### src/rtl/usb_cmd_decoder_if.sv
// FTDI byte stream in, register write strobe out; pause_rcv flows back to the FTDI reader.
interface usb_cmd_decoder_if;
  logic [7:0]  rx_data;
  logic        rx_valid;
  logic        pause_rcv;
  logic        wr_stb;
  logic [3:0]  wr_addr;
  logic [15:0] wr_data;

  modport master (output rx_data, rx_valid, input pause_rcv, wr_stb, wr_addr, wr_data);
  modport slave  (input rx_data, rx_valid, output pause_rcv, wr_stb, wr_addr, wr_data);
endinterface

### src/rtl/usb_cmd_decoder.sv
// Parses SYNC/ADDR/DHI/DLO/CSUM frames into 16-bit register writes; wr_stb and reg_q appear the cycle after CSUM.
// Backpressure: pause_rcv is high only in the one-cycle WRITE state, and a byte arriving then is still taken.
module usb_cmd_decoder #(
  parameter int         NREGS   = 4,
  parameter logic [7:0] SYNC    = 8'hA5,
  parameter int         TIMEOUT = 1024
) (
  input  logic                   clk,
  input  logic                   rst,
  usb_cmd_decoder_if.slave       bus,
  output logic [16*NREGS-1:0]    reg_q,
  output logic [7:0]             err_cnt,
  output logic [7:0]             frame_cnt
);

  typedef enum logic [2:0] {
    S_IDLE, S_ADDR, S_DHI, S_DLO, S_CSUM, S_WRITE
  } state_t;

  state_t      state, state_nxt;
  logic [7:0]  addr_q, dhi_q, dlo_q;
  logic [15:0] to_cnt;
  logic        in_frame, timeout, frame_ok, frame_bad;

  always_comb begin
    in_frame  = (state == S_ADDR) || (state == S_DHI) || (state == S_DLO) || (state == S_CSUM);
    timeout   = in_frame && !bus.rx_valid && (to_cnt == 16'(TIMEOUT - 1));
    frame_ok  = (state == S_CSUM) && bus.rx_valid &&
                (bus.rx_data == (addr_q ^ dhi_q ^ dlo_q)) &&
                (addr_q[7:4] == 4'd0) &&
                ({1'b0, addr_q[3:0]} < 5'(NREGS));
    frame_bad = (state == S_CSUM) && bus.rx_valid && !frame_ok;
  end

  always_comb begin
    state_nxt     = state;
    bus.pause_rcv = 1'b0;
    case (state)
      S_IDLE:  if (bus.rx_valid && bus.rx_data == SYNC) state_nxt = S_ADDR;
      S_ADDR:  if (bus.rx_valid) state_nxt = S_DHI;
      S_DHI:   if (bus.rx_valid) state_nxt = S_DLO;
      S_DLO:   if (bus.rx_valid) state_nxt = S_CSUM;
      S_CSUM:  if (bus.rx_valid) state_nxt = frame_ok ? S_WRITE : S_IDLE;
      S_WRITE: begin
        bus.pause_rcv = 1'b1;
        // A SYNC landing on the write cycle starts the next frame without loss.
        state_nxt = (bus.rx_valid && bus.rx_data == SYNC) ? S_ADDR : S_IDLE;
      end
      default: state_nxt = S_IDLE;
    endcase
    if (timeout) state_nxt = S_IDLE;
  end

  always_ff @(posedge clk or posedge rst) begin
    if (rst) begin
      state <= S_IDLE;
      to_cnt <= '0;
      addr_q <= '0;
      dhi_q <= '0;
      dlo_q <= '0;
    end else begin
      state <= state_nxt;
      to_cnt <= (bus.rx_valid || !in_frame) ? 16'd0 : to_cnt + 16'd1;
      if (bus.rx_valid) begin
        if (state == S_ADDR) addr_q <= bus.rx_data;
        if (state == S_DHI)  dhi_q  <= bus.rx_data;
        if (state == S_DLO)  dlo_q  <= bus.rx_data;
      end
    end
  end

  // The write is committed on the edge that enters WRITE, so reg_q, wr_stb and
  // frame_cnt all become visible together during the WRITE cycle.
  always_ff @(posedge clk or posedge rst) begin
    if (rst) begin
      bus.wr_stb  <= 1'b0;
      bus.wr_addr <= '0;
      bus.wr_data <= '0;
      reg_q       <= '0;
      err_cnt     <= '0;
      frame_cnt   <= '0;
    end else begin
      bus.wr_stb <= frame_ok;
      if (frame_ok) begin
        bus.wr_addr <= addr_q[3:0];
        bus.wr_data <= {dhi_q, dlo_q};
        frame_cnt   <= frame_cnt + 8'd1;
        for (int k = 0; k < NREGS; k++) begin
          if (addr_q[3:0] == 4'(k)) reg_q[16*k +: 16] <= {dhi_q, dlo_q};
        end
      end
      if ((frame_bad || timeout) && err_cnt != 8'hFF) err_cnt <= err_cnt + 8'd1;
    end
  end

endmodule

### src/flat_wrapper.sv
// flat-port wrapper written by rule: the top's interface ports become plain ports
module usb_cmd_decoder_flat 
#(
  parameter int         NREGS   = 4,
  parameter logic [7:0] SYNC    = 8'hA5,
  parameter int         TIMEOUT = 1024
)
  (clk, rst, reg_q, err_cnt, frame_cnt, bus_rx_data, bus_rx_valid, bus_pause_rcv, bus_wr_stb, bus_wr_addr, bus_wr_data);
  usb_cmd_decoder_if bus_i ();
  input  logic clk;
  input  logic rst;
  output logic [16*NREGS-1:0] reg_q;
  output logic [7:0] err_cnt;
  output logic [7:0] frame_cnt;
  input wire logic [$bits(bus_i.rx_data)-1:0] bus_rx_data;
  input wire logic [$bits(bus_i.rx_valid)-1:0] bus_rx_valid;
  output wire logic [$bits(bus_i.pause_rcv)-1:0] bus_pause_rcv;
  output wire logic [$bits(bus_i.wr_stb)-1:0] bus_wr_stb;
  output wire logic [$bits(bus_i.wr_addr)-1:0] bus_wr_addr;
  output wire logic [$bits(bus_i.wr_data)-1:0] bus_wr_data;
  assign bus_i.rx_data = bus_rx_data;
  assign bus_i.rx_valid = bus_rx_valid;
  assign bus_pause_rcv = bus_i.pause_rcv;
  assign bus_wr_stb = bus_i.wr_stb;
  assign bus_wr_addr = bus_i.wr_addr;
  assign bus_wr_data = bus_i.wr_data;
  usb_cmd_decoder #(.NREGS(NREGS), .SYNC(SYNC), .TIMEOUT(TIMEOUT)) u_core (.clk(clk), .rst(rst), .bus(bus_i), .reg_q(reg_q), .err_cnt(err_cnt), .frame_cnt(frame_cnt));
endmodule
### config.mk
export PLATFORM = sky130hd
export DESIGN_NAME = usb_cmd_decoder_flat
export DESIGN_NICKNAME = d
export VERILOG_FILES = /design/src/rtl/usb_cmd_decoder_if.sv /design/src/rtl/usb_cmd_decoder.sv /design/src/flat_wrapper.sv
export SDC_FILE = /design/constraint.sdc
export NUM_CORES = 1
export LEC_CHECK = 0
export CORE_MARGIN = 10
export CORE_UTILIZATION = 47
export DETAILED_ROUTE_END_ITERATION = 8
export GPL_TIMING_DRIVEN = 0
export PLACE_DENSITY = 0.74
export SLEW_MARGIN = 0
export SYNTH_ARGS = -nofsm -noshare
export SYNTH_HDL_FRONTEND = slang
export SYNTH_SLANG_ARGS = --single-unit
### constraint.sdc
create_clock -name clk -period 6.3 [get_ports clk]
set_input_delay 1.26 -clock clk [delete_from_list [all_inputs] [get_ports clk]]
set_output_delay 1.26 -clock clk [all_outputs]
set_load 0.05 [all_outputs]
==> results.json, run 1 <==
{
  "status": "finished, final reports clean",
  "maxCapViolCount": 0,
  "diodes": 0,
  "grt_max_degree": 98,
  "grt_pass1_wl_mm": 23.4,
  "wl_per_cell_um": 18.3,
  "grt_antenna_before_repair": 0,
  "crit_fanout": 10,
  "hold_class": "flip-flop to flip-flop",
  "fin_total_pwr_mw": 2.67,
  "worstSetupPathType": "primary input to flip-flop",
  "synth-simple-area-share_pct": 10.9,
  "finalCoreUtilization_pct": 63.7,
  "synth.avg_cell_area_sq_um": 13.2,
  "hold_viol_final": 0,
  "cts.htree.levels": 4,
  "ant_nets": 0,
  "yosys.area.top_type": "dfrtp_1",
  "muxShareOfSynthArea_pct": 19.1,
  "gr-total-overflow": 0,
  "synth_top_family_by_area": "multiplexers",
  "initial_utilization_pct": 47.8,
  "ioPinCount": 113,
  "drt_wl_total_mm": 14.1,
  "root_buffer": "clkbuf_16",
  "grtUsageTotal_pct": 16.6,
  "postSynthCellCount": 454,
  "end_kind": "flip-flop",
  "postCtsSetupBuffers": 0,
  "relSlewSlack_pct": 48.1,
  "p_per_area_nw_per_um2": 333,
  "cts_buffers": 17,
  "vias_per_cell": 5.17,
  "synth-xor-area-share_pct": 6.56,
  "synth-seq-area-share_pct": 59.9,
  "gp_congestion": 0.811,
  "holdBufCountCts": 0,
  "first_pass_iters": 4,
  "skew_ns": 0.00574,
  "worstSetupStartpointType": "primary input",
  "synth_top_area_share_pct": 59.9,
  "ys_top_cells_by_area": "dfrtp_1, mux2_2, xnor2_1",
  "grt_pass1_vias": 4362,
  "cts_tree": "yes",
  "ys_async_sr_fraction_pct": 100,
  "worstPathArrival_ns": 4.35,
  "fin_crit_ns": 4.05,
  "io_buffers": 111,
  "synth_fp_nets": 468,
  "synth_edf_count": 0,
  "vias": 3984,
  "placementRows": 41,
  "hpwl_mm": 10.2,
  "layout-area-overhead-vs-synth_pct": 33.2,
  "insertion_delay_ns": 0.42,
  "cts_resized": 0,
  "period_share_pct": 64.3,
  "setup_viol": 0,
  "finalSetupTns_ns": 0,
  "p_leak_nw": 3.78,
  "final_layout_size_suffix_gt1_share_pct": 22.6,
  "synth_fa_ha_area_share_pct": 0.624,
  "rsz0062_at_grt": "false",
  "cp.required_ns": 6.60,
  "core_area_sq_um": 12600,
  "tightest_slew_ns": 0.779,
  "route.detailed.drc": 0,
  "cts.path.max_buffers": 2,
  "drt_iter0_markers": 233,
  "hold-worst-slack_ns": 0.471,
  "clk_pin_slew_ns": 0.06,
  "ir_drop_uv": 176,
  "place_ws_ns": 1.78,
  "synth_area_sq_um": 6010,
  "yosys_most_used_dff": "dfrtp_1",
  "clock.fmax_ghz": 0.247,
  "die_w_um": 133,
  "die_area_sq_um": 17700,
  "synth_cell_types": 37,
  "cts_sinks": 144,
  "ys_ff_latch": 144,
  "synth-compound-area-share_pct": 1.08,
  "nets": 599,
  "setup_ws_ns": 2.25,
  "slew_violations": 0,
  "fp.dieH_um": 133,
  "yosysWarningCount": 0
}
[worst paths after layout]
path / depth (start not counted) / slack (ns) / to / from
max: 8 / 2.25 / u_core.reg_q[56] / bus_rx_data[4]
min: 1 / 0.47 / u_core.frame_cnt[7] / u_core.frame_cnt[7]
max reg2reg: 7 / 3.20 / u_core.reg_q[56] / u_core.dhi_q[4]
min reg2reg: 1 / 0.47 / u_core.frame_cnt[7] / u_core.frame_cnt[7]
max in group asynchronous: 3 / 4.24 / u_core.to_cnt[11] / rst
min in group asynchronous: 2 / 1.24 / u_core.reg_q[4] / rst
[cell families after synthesis]
| kind of cell | count (synthesis) |
|---|---|
| compound gates | 9 |
| simple gates | 125 |
| xor+xnor | 45 |
| fa+ha+maj | 3 |
| mux | 102 |
| flops | 144 |
| buf+inv | 26 |
[metrics by stage]
step                      std cells  instance area (sq um)
after detailed placement        738                   7370
after global placement          737                   7340
final                           770                   8010
after floorplan                 454                   6010
after CTS                       770                   8010
after global routing            770                   8010
[state kept, by name, indices dropped and copies added, names as in the netlist]
| name | count |
|---|---|
| u_core.to_cnt | 16 |
| u_core.bus.wr_stb | 1 |
| u_core.addr_q | 8 |
| u_core.bus.wr_addr | 4 |
| u_core.dhi_q | 8 |
| u_core.bus.wr_data | 16 |
| u_core.reg_q | 64 |
| u_core.dlo_q | 8 |
| u_core.state | 3 |
| u_core.frame_cnt | 8 |
| u_core.err_cnt | 8 |
[area by class of cell]
| type | count | area [sq um] |
|---|---|---|
| fillers | 997 | 4560 |
| flip-flops and latches | 144 | 3600 |
| multi-input cells | 284 | 2300 |
| repair buffers | 112 | 1140 |
| clock buffers | 19 | 453 |
| well taps | 172 | 215 |
| clock inverters | 13 | 181 |
| plain buffers | 19 | 82.6 |
| inverters | 7 | 31.3 |
[where the power goes]
part           total [mW]  switching, mW  internal (mW)
Sequential           1.17          0.151           1.02
Combinational       0.431          0.224          0.207
Clock                1.06          0.380          0.684
[critical path: stages]
cell and delay (ns):
clkdlybuf4s50_1 0.54, xnor2_1 0.32, xnor2_1 0.12, nor4_2 0.39, nand4_1 0.33, nor2_1 0.59, buf_2 0.40, mux2_2 0.39
[layer usage]
metal | wire (um) | track usage, % | share of wire [%] | up-vias
met5 | 0 | 0 | 0 | -
met4 | 211 | 5.68 | 1.5 | 0
met3 | 1380 | 8.27 | 9.8 | 16
met2 | 6930 | 27.0 | 49 | 116
met1 | 5580 | 18.7 | 40 | 2012
li1 | - | - | - | 1840
[placed cells by master (no fill, tap or decap), types with 2 or more instances in the layout]
| cell | netlist | final |
|---|---|---|
| clkinv_2 | 0 | 4 |
| xnor2_1 | 25 | 25 |
| dfrtp_1 | 144 | 144 |
| a31oi_1 | 3 | 3 |
| a31o_2 | 2 | 2 |
| buf_2 | 6 | 6 |
| nor4_2 | 2 | 2 |
| nand3_1 | 16 | 16 |
| xor2_1 | 20 | 20 |
| mux2_1 | 13 | 13 |
| ha_1 | 3 | 3 |
| or4_1 | 2 | 2 |
| nand4_1 | 3 | 3 |
| or3b_1 | 2 | 2 |
| mux2_2 | 88 | 88 |
| clkinvlp_4 | 0 | 2 |
| and3_1 | 11 | 11 |
| and2_1 | 4 | 4 |
| nand4b_1 | 3 | 3 |
| bufinv_16 | 0 | 4 |
| clkbuf_16 | 0 | 17 |
| nor2_1 | 26 | 26 |
| inv_1 | 6 | 5 |
| nor4bb_1 | 2 | 2 |
| clkbuf_8 | 0 | 2 |
| nor4_1 | 2 | 2 |
| nor3_1 | 5 | 5 |
| and4_1 | 6 | 6 |
| clkbuf_1 | 12 | 12 |
| clkdlybuf4s50_1 | 0 | 111 |
| inv_6 | 0 | 4 |
| nand2_1 | 36 | 36 |
[synth_stat cells (4+ instances only)]
| library cell | number |
|---|---|
| dfrtp_1 | 144 |
| mux2_2 | 88 |
| nand2_1 | 36 |
| nor2_1 | 26 |
| xnor2_1 | 25 |
| xor2_1 | 20 |
| nand3_1 | 16 |
| mux2_1 | 13 |
| clkbuf_1 | 12 |
| and3_1 | 11 |
| and4_1 | 6 |
| buf_2 | 6 |
| inv_1 | 6 |
| nor3_1 | 5 |
| and2_1 | 4 |
(Power assumes the default switching activity.)
==> inputs of run 2 (changes only) <==
Clock period 6.3 ns to 3.8 ns, I/O delays scaled along.
==> run 2 against run 1 <==
Clock skew is 0.0012 ns higher. Register-to-register slack worse by 2.5 ns. Setup slack worse by 1.9 ns. Clock power is 33% higher. Combinational power is 67% higher. Sequential share of layout area is 0.67 points higher. Via count is 0.98% lower. Critical path depth stayed put. Global-route usage is 0.088 points lower. Die area stayed put. Critical endpoint is now u_core.reg_q[51]. Largest cell class unchanged. Largest power group unchanged.
==> results.json, run 2 (synthesis gave the netlist of run 1 again) <==
{
  "grt_pass1_wl_mm": 23.0,
  "hold_viol_final": 0,
  "worstHoldStart": "u_core.frame_cnt[7]",
  "place_ws_ns": -0.128,
  "gp_congestion": 0.761,
  "fin_total_pwr_mw": 4.07,
  "holdBufCountCts": 0,
  "top_regs": "u_core.reg_q: 64 flops, u_core.bus.wr_data: 16 flops, u_core.to_cnt: 16 flops",
  "multi_input_area_sq_um": 2300,
  "status": "finished, final reports clean",
  "p_seq_share_pct": 47.8,
  "tightest_slew_ns": 0.655,
  "grt_pass1_vias": 4284,
  "grt_antenna_before_repair": 0,
  "clock.fmax_ghz": 0.289,
  "period_share_pct": 90.9,
  "finalCoreUtilization_pct": 62.8,
  "core_area_sq_um": 12600,
  "io_buffers": 111,
  "p_clk_share_pct": 34.6,
  "mostFrequentLayoutCell": "dfrtp_1",
  "seqCellArea_sq_um": 3600,
  "gr-total-overflow": 0,
  "hold_class": "flip-flop to flip-flop",
  "worstSetupPathType": "primary input to flip-flop",
  "root_buffer": "clkbuf_16",
  "intPower_mw": 2.89,
  "p_sw_share_pct": 29.1,
  "crit_start": "bus_rx_data[2]",
  "regMostFlops": "u_core.reg_q",
  "cp.required_ns": 4.10,
  "worstPathArrival_ns": 3.75,
  "switching_power_mw": 1.19,
  "cts_sinks": 144,
  "ant_nets": 0,
  "worstSetupStartpointType": "primary input",
  "vias": 3945,
  "nets": 601,
  "fp.dieH_um": 133,
  "p_comb_share_pct": 17.7,
  "cts.htree.levels": 4,
  "wl_per_cell_um": 18.4,
  "initial_utilization_pct": 47.8,
  "clk_pin_slew_ns": 0.05,
  "fin_crit_ns": 3.45,
  "cts_tree": "yes",
  "skew_ns": 0.00692,
  "largest_reg_flops": 64,
  "setup_ws_ns": 0.346,
  "ioPinCount": 113,
  "slowest_delay_ns": 0.59,
  "fillCellCount": 979,
  "placementRows": 41,
  "postCtsSetupBuffers": 0,
  "crit_fanout": 10,
  "cp_slowest_cell": "nor2_1",
  "ir_drop_uv": 345,
  "die_w_um": 133,
  "cts_resized": 0,
  "setup_viol": 0,
  "maxCapViolCount": 0,
  "grt_max_degree": 45,
  "p_leak_nw": 3.72,
  "layout-area-overhead-vs-synth_pct": 31.2,
  "relSlewSlack_pct": 56.3,
  "first_pass_iters": 4,
  "final_cell_mix": "dfrtp_1, clkdlybuf4s50_1, mux2_2",
  "rsz0062_at_grt": "false",
  "vias_per_cell": 5.14,
  "route.detailed.drc": 0,
  "insertion_delay_ns": 0.42,
  "final_layout_size_suffix_gt1_share_pct": 21.2,
  "cts_buffers": 17,
  "hpwl_mm": 10.2,
  "diodes": 0,
  "slew_violations": 0,
  "cts.path.max_buffers": 2,
  "drt_wl_total_mm": 14.1,
  "p_per_area_nw_per_um2": 517,
  "worstReg2RegStart": "u_core.dhi_q[4]",
  "grtUsageTotal_pct": 16.5,
  "die_area_sq_um": 17700,
  "cp_cell_sequence": "clkdlybuf4s50_1 -> xor2_1 -> xnor2_1 -> nor4_2 -> nand4_1 -> nor2_1 -> buf_2 -> mux2_2",
  "drt_iter0_markers": 189,
  "end_kind": "flip-flop"
}
run 2: cell count changes in the layout (fill, tap and decap cells not counted), sizes merged:
| cell | before | now |
|---|---|---|
| clkbuf | 31 | 37 |
| bufinv | 4 | 0 |
| inv | 9 | 5 |
| buf | 8 | 10 |
| clkinv | 5 | 3 |
| clkinvlp | 2 | 1 |
run 2: cell type report:
cell class,count,area share [%]
clock buffer,25,6.03
clock inverter,2,0.127
inverter,7,0.381
sequential,144,45.7
tap,172,2.73
buffer,19,1.05
multi-input combinational,284,29.2
timing repair buffer,114,14.8
run 2: path summary, 6_finish.rpt:
| check | to | slack, ns | depth (start not counted) |
|---|---|---|---|
| max in group asynchronous | u_core.reg_q[45] | 2.55 | 3 |
| hold reg to reg | u_core.frame_cnt[7] | 0.47 | 1 |
| min in group asynchronous | u_core.reg_q[39] | 0.70 | 2 |
| hold / removal | u_core.frame_cnt[7] | 0.47 | 1 |
| setup / recovery | u_core.reg_q[51] | 0.35 | 8 |
| setup reg to reg | u_core.reg_q[51] | 0.74 | 7 |
run 2: routing by layer:
layer  GRT usage (%)  share of wire, %
met5               0                 0
met4            5.99               1.2
met3            8.61               9.9
met2            26.2                48
met1            18.7                41
run 2: critical path, delay by kind of cell:
kind          cells  cell delay (ns)
xor+xnor          2             0.32
buf+inv           2             0.96
simple gates      3             1.33
mux               1             0.38
run 2: power by group through the flow:
stage / clock (mW) / sequential [mW] / combinational, mW
2_1_floorplan: 0 / 1.92 / 0.536
3_3_place_gp: 0 / 1.96 / 0.694
3_5_place_dp: 0 / 1.98 / 0.720
4_1_cts: 1.45 / 1.95 / 0.728
5_1_grt: 1.51 / 1.98 / 0.798
6_report: 1.41 / 1.95 / 0.720
run 2: per-stage QoR:
step	cell area, sq um	hold WS [ns]	cells	TNS [ns]
6_report	7890	0.467	767	0
2_1_floorplan	6020	0.469	454	0
3_5_place_dp	7400	0.460	740	-1.19
3_3_place_gp	7340	0.458	737	-1.17
4_1_cts	7890	0.472	767	0
5_1_grt	7890	0.495	767	0
==> inputs of run 3 (changes only) <==
Settings changed: CELL_PAD_IN_SITES_DETAIL_PLACEMENT set to 1, CELL_PAD_IN_SITES_GLOBAL_PLACEMENT set to 2, CORE_UTILIZATION 47 to 35, PLACE_DENSITY 0.74 to 0.8.
==> run 3 against run 2 <==
Cell area grew 2.3%. Highest routed layer unchanged. Clock skew fell by 0.0015 ns. Critical path depth is the same.
==> results.json, run 3 (synthesis gave the netlist of run 1 again) <==
{
  "die_area_sq_um": 22800,
  "largest_reg_flops": 64,
  "cpLargestDelayFamily": "simple AND/OR/NAND/NOR gates",
  "cp_slowest_cell": "clkdlybuf4s50_1",
  "skew_ns": 0.00539,
  "wl_per_cell_um": 19.7,
  "grt_pass1_vias": 4550,
  "cts.htree.levels": 4,
  "worstSetupPathType": "primary input to flip-flop",
  "setup_viol": 0,
  "relSlewSlack_pct": 53.8,
  "core_area_sq_um": 16700,
  "gr-total-overflow": 0,
  "end_kind": "flip-flop",
  "vias_per_cell": 4.87,
  "final_layout_size_suffix_gt1_share_pct": 22.5,
  "nets": 601,
  "hpwl_mm": 11.6,
  "cts_buffers": 17,
  "tightest_slew_ns": 0.693,
  "maxCapViolCount": 0,
  "insertion_delay_ns": 0.42,
  "root_buffer": "clkbuf_16",
  "clk_pin_slew_ns": 0.06,
  "cts_sinks": 144,
  "grt_max_degree": 43,
  "fillCellCount": 1714,
  "multi_input_area_sq_um": 2300,
  "top_regs": "u_core.reg_q: 64 flops, u_core.bus.wr_data: 16 flops, u_core.to_cnt: 16 flops",
  "holdBufCountCts": 0,
  "route.detailed.drc": 0,
  "drt_iter0_markers": 180,
  "ioPinCount": 113,
  "initial_utilization_pct": 36.0,
  "layout-area-overhead-vs-synth_pct": 34.2,
  "worstPathArrival_ns": 3.77,
  "seqCellArea_sq_um": 3600,
  "finalSetupTns_ns": 0,
  "io_buffers": 111,
  "fin_total_pwr_mw": 4.40,
  "slowest_delay_ns": 0.61,
  "rsz0062_at_grt": "false",
  "grtUsageTotal_pct": 14.7,
  "diodes": 0,
  "mostFrequentLayoutCell": "dfrtp_1",
  "status": "finished, final reports clean",
  "regMostFlops": "u_core.reg_q",
  "cp.required_ns": 4.11,
  "clock.fmax_ghz": 0.289,
  "die_w_um": 151,
  "cts_resized": 0,
  "ant_nets": 0,
  "p_per_area_nw_per_um2": 545,
  "grt_pass1_wl_mm": 25.8,
  "fp.dieH_um": 151,
  "gp_congestion": 0.819,
  "period_share_pct": 91.2,
  "hold_class": "flip-flop to flip-flop",
  "crit_fanout": 10,
  "crit_buf_inv": 2,
  "hold_viol_final": 0,
  "fin_crit_ns": 3.47,
  "grt_antenna_before_repair": 0,
  "drt_wl_total_mm": 16.2,
  "first_pass_iters": 4,
  "final_cell_mix": "dfrtp_1, clkdlybuf4s50_1, mux2_2",
  "worstSetupStartpointType": "primary input",
  "postCtsSetupBuffers": 0,
  "ir_drop_uv": 394,
  "cp_cell_sequence": "clkdlybuf4s50_1 -> xor2_1 -> xnor2_1 -> nor4_2 -> nand4_1 -> nor2_1 -> buf_2 -> mux2_2",
  "slew_violations": 0,
  "vias": 3996,
  "cts_tree": "yes",
  "p_leak_nw": 3.78,
  "cts.path.max_buffers": 2,
  "placementRows": 47
}
run 3: changes by cell type in the layout (fill, tap and decap cells not counted):
cell,before,now
clkinv_2,2,4
clkbuf_1,18,14
clkinv_4,0,1
bufinv_16,0,3
clkinvlp_4,1,3
clkbuf_8,2,3
run 3: routing by layer:
| layer | part of all wire, % | routed length [um] | track usage, % |
|---|---|---|---|
| met5 | 0 | 0 | 0 |
| met4 | 1.2 | 200 | 5.20 |
| met3 | 6.6 | 1060 | 5.76 |
| met2 | 51 | 8260 | 24.7 |
| met1 | 41 | 6650 | 16.7 |
run 3: where the power goes:
| part | switching, mW | internal, mW |
|---|---|---|
| clock | 0.634 | 1.08 |
| combinational | 0.391 | 0.349 |
| sequential | 0.252 | 1.69 |
run 3: area by class of cell:
| type | count | area share [%] |
|---|---|---|
| Sequential cell | 144 | 44.7 |
| Multi-Input combinational cell | 284 | 28.5 |
| Timing Repair Buffer | 114 | 14.5 |
| Clock buffer | 22 | 5.88 |
| Tap cell | 220 | 3.41 |
| Clock inverter | 10 | 1.66 |
| Buffer | 19 | 1.02 |
| Inverter | 7 | 0.372 |
run 3: final timing paths:
kind                                     start                     end  slack [ns]  depth (start not counted)
setup / recovery                bus_rx_data[2]        u_core.reg_q[56]        0.33                          8
hold / removal             u_core.frame_cnt[7]     u_core.frame_cnt[7]        0.48                          1
setup reg to reg              u_core.addr_q[2]        u_core.reg_q[56]        0.76                          6
hold reg to reg            u_core.frame_cnt[7]     u_core.frame_cnt[7]        0.48                          1
max in group asynchronous                  rst  u_core.bus.wr_data[10]        2.18                          4
min in group asynchronous                  rst        u_core.to_cnt[6]        0.75                          2
run 3: metrics by stage:
stage | hold slack, ns | instances | area, sq um | setup WS, ns | utilization (%)
floorplan | 0.469 | 454 | 6020 | 1.06 | -
global placement | 0.458 | 785 | 7400 | -0.0770 | 44.3
detailed placement | 0.478 | 788 | 7460 | -0.199 | 44.7
CTS | 0.488 | 820 | 8070 | 0.256 | 48.3
global route | 0.496 | 820 | 8070 | 0.0960 | 48.3
finish | 0.478 | 820 | 8070 | 0.334 | 48.3
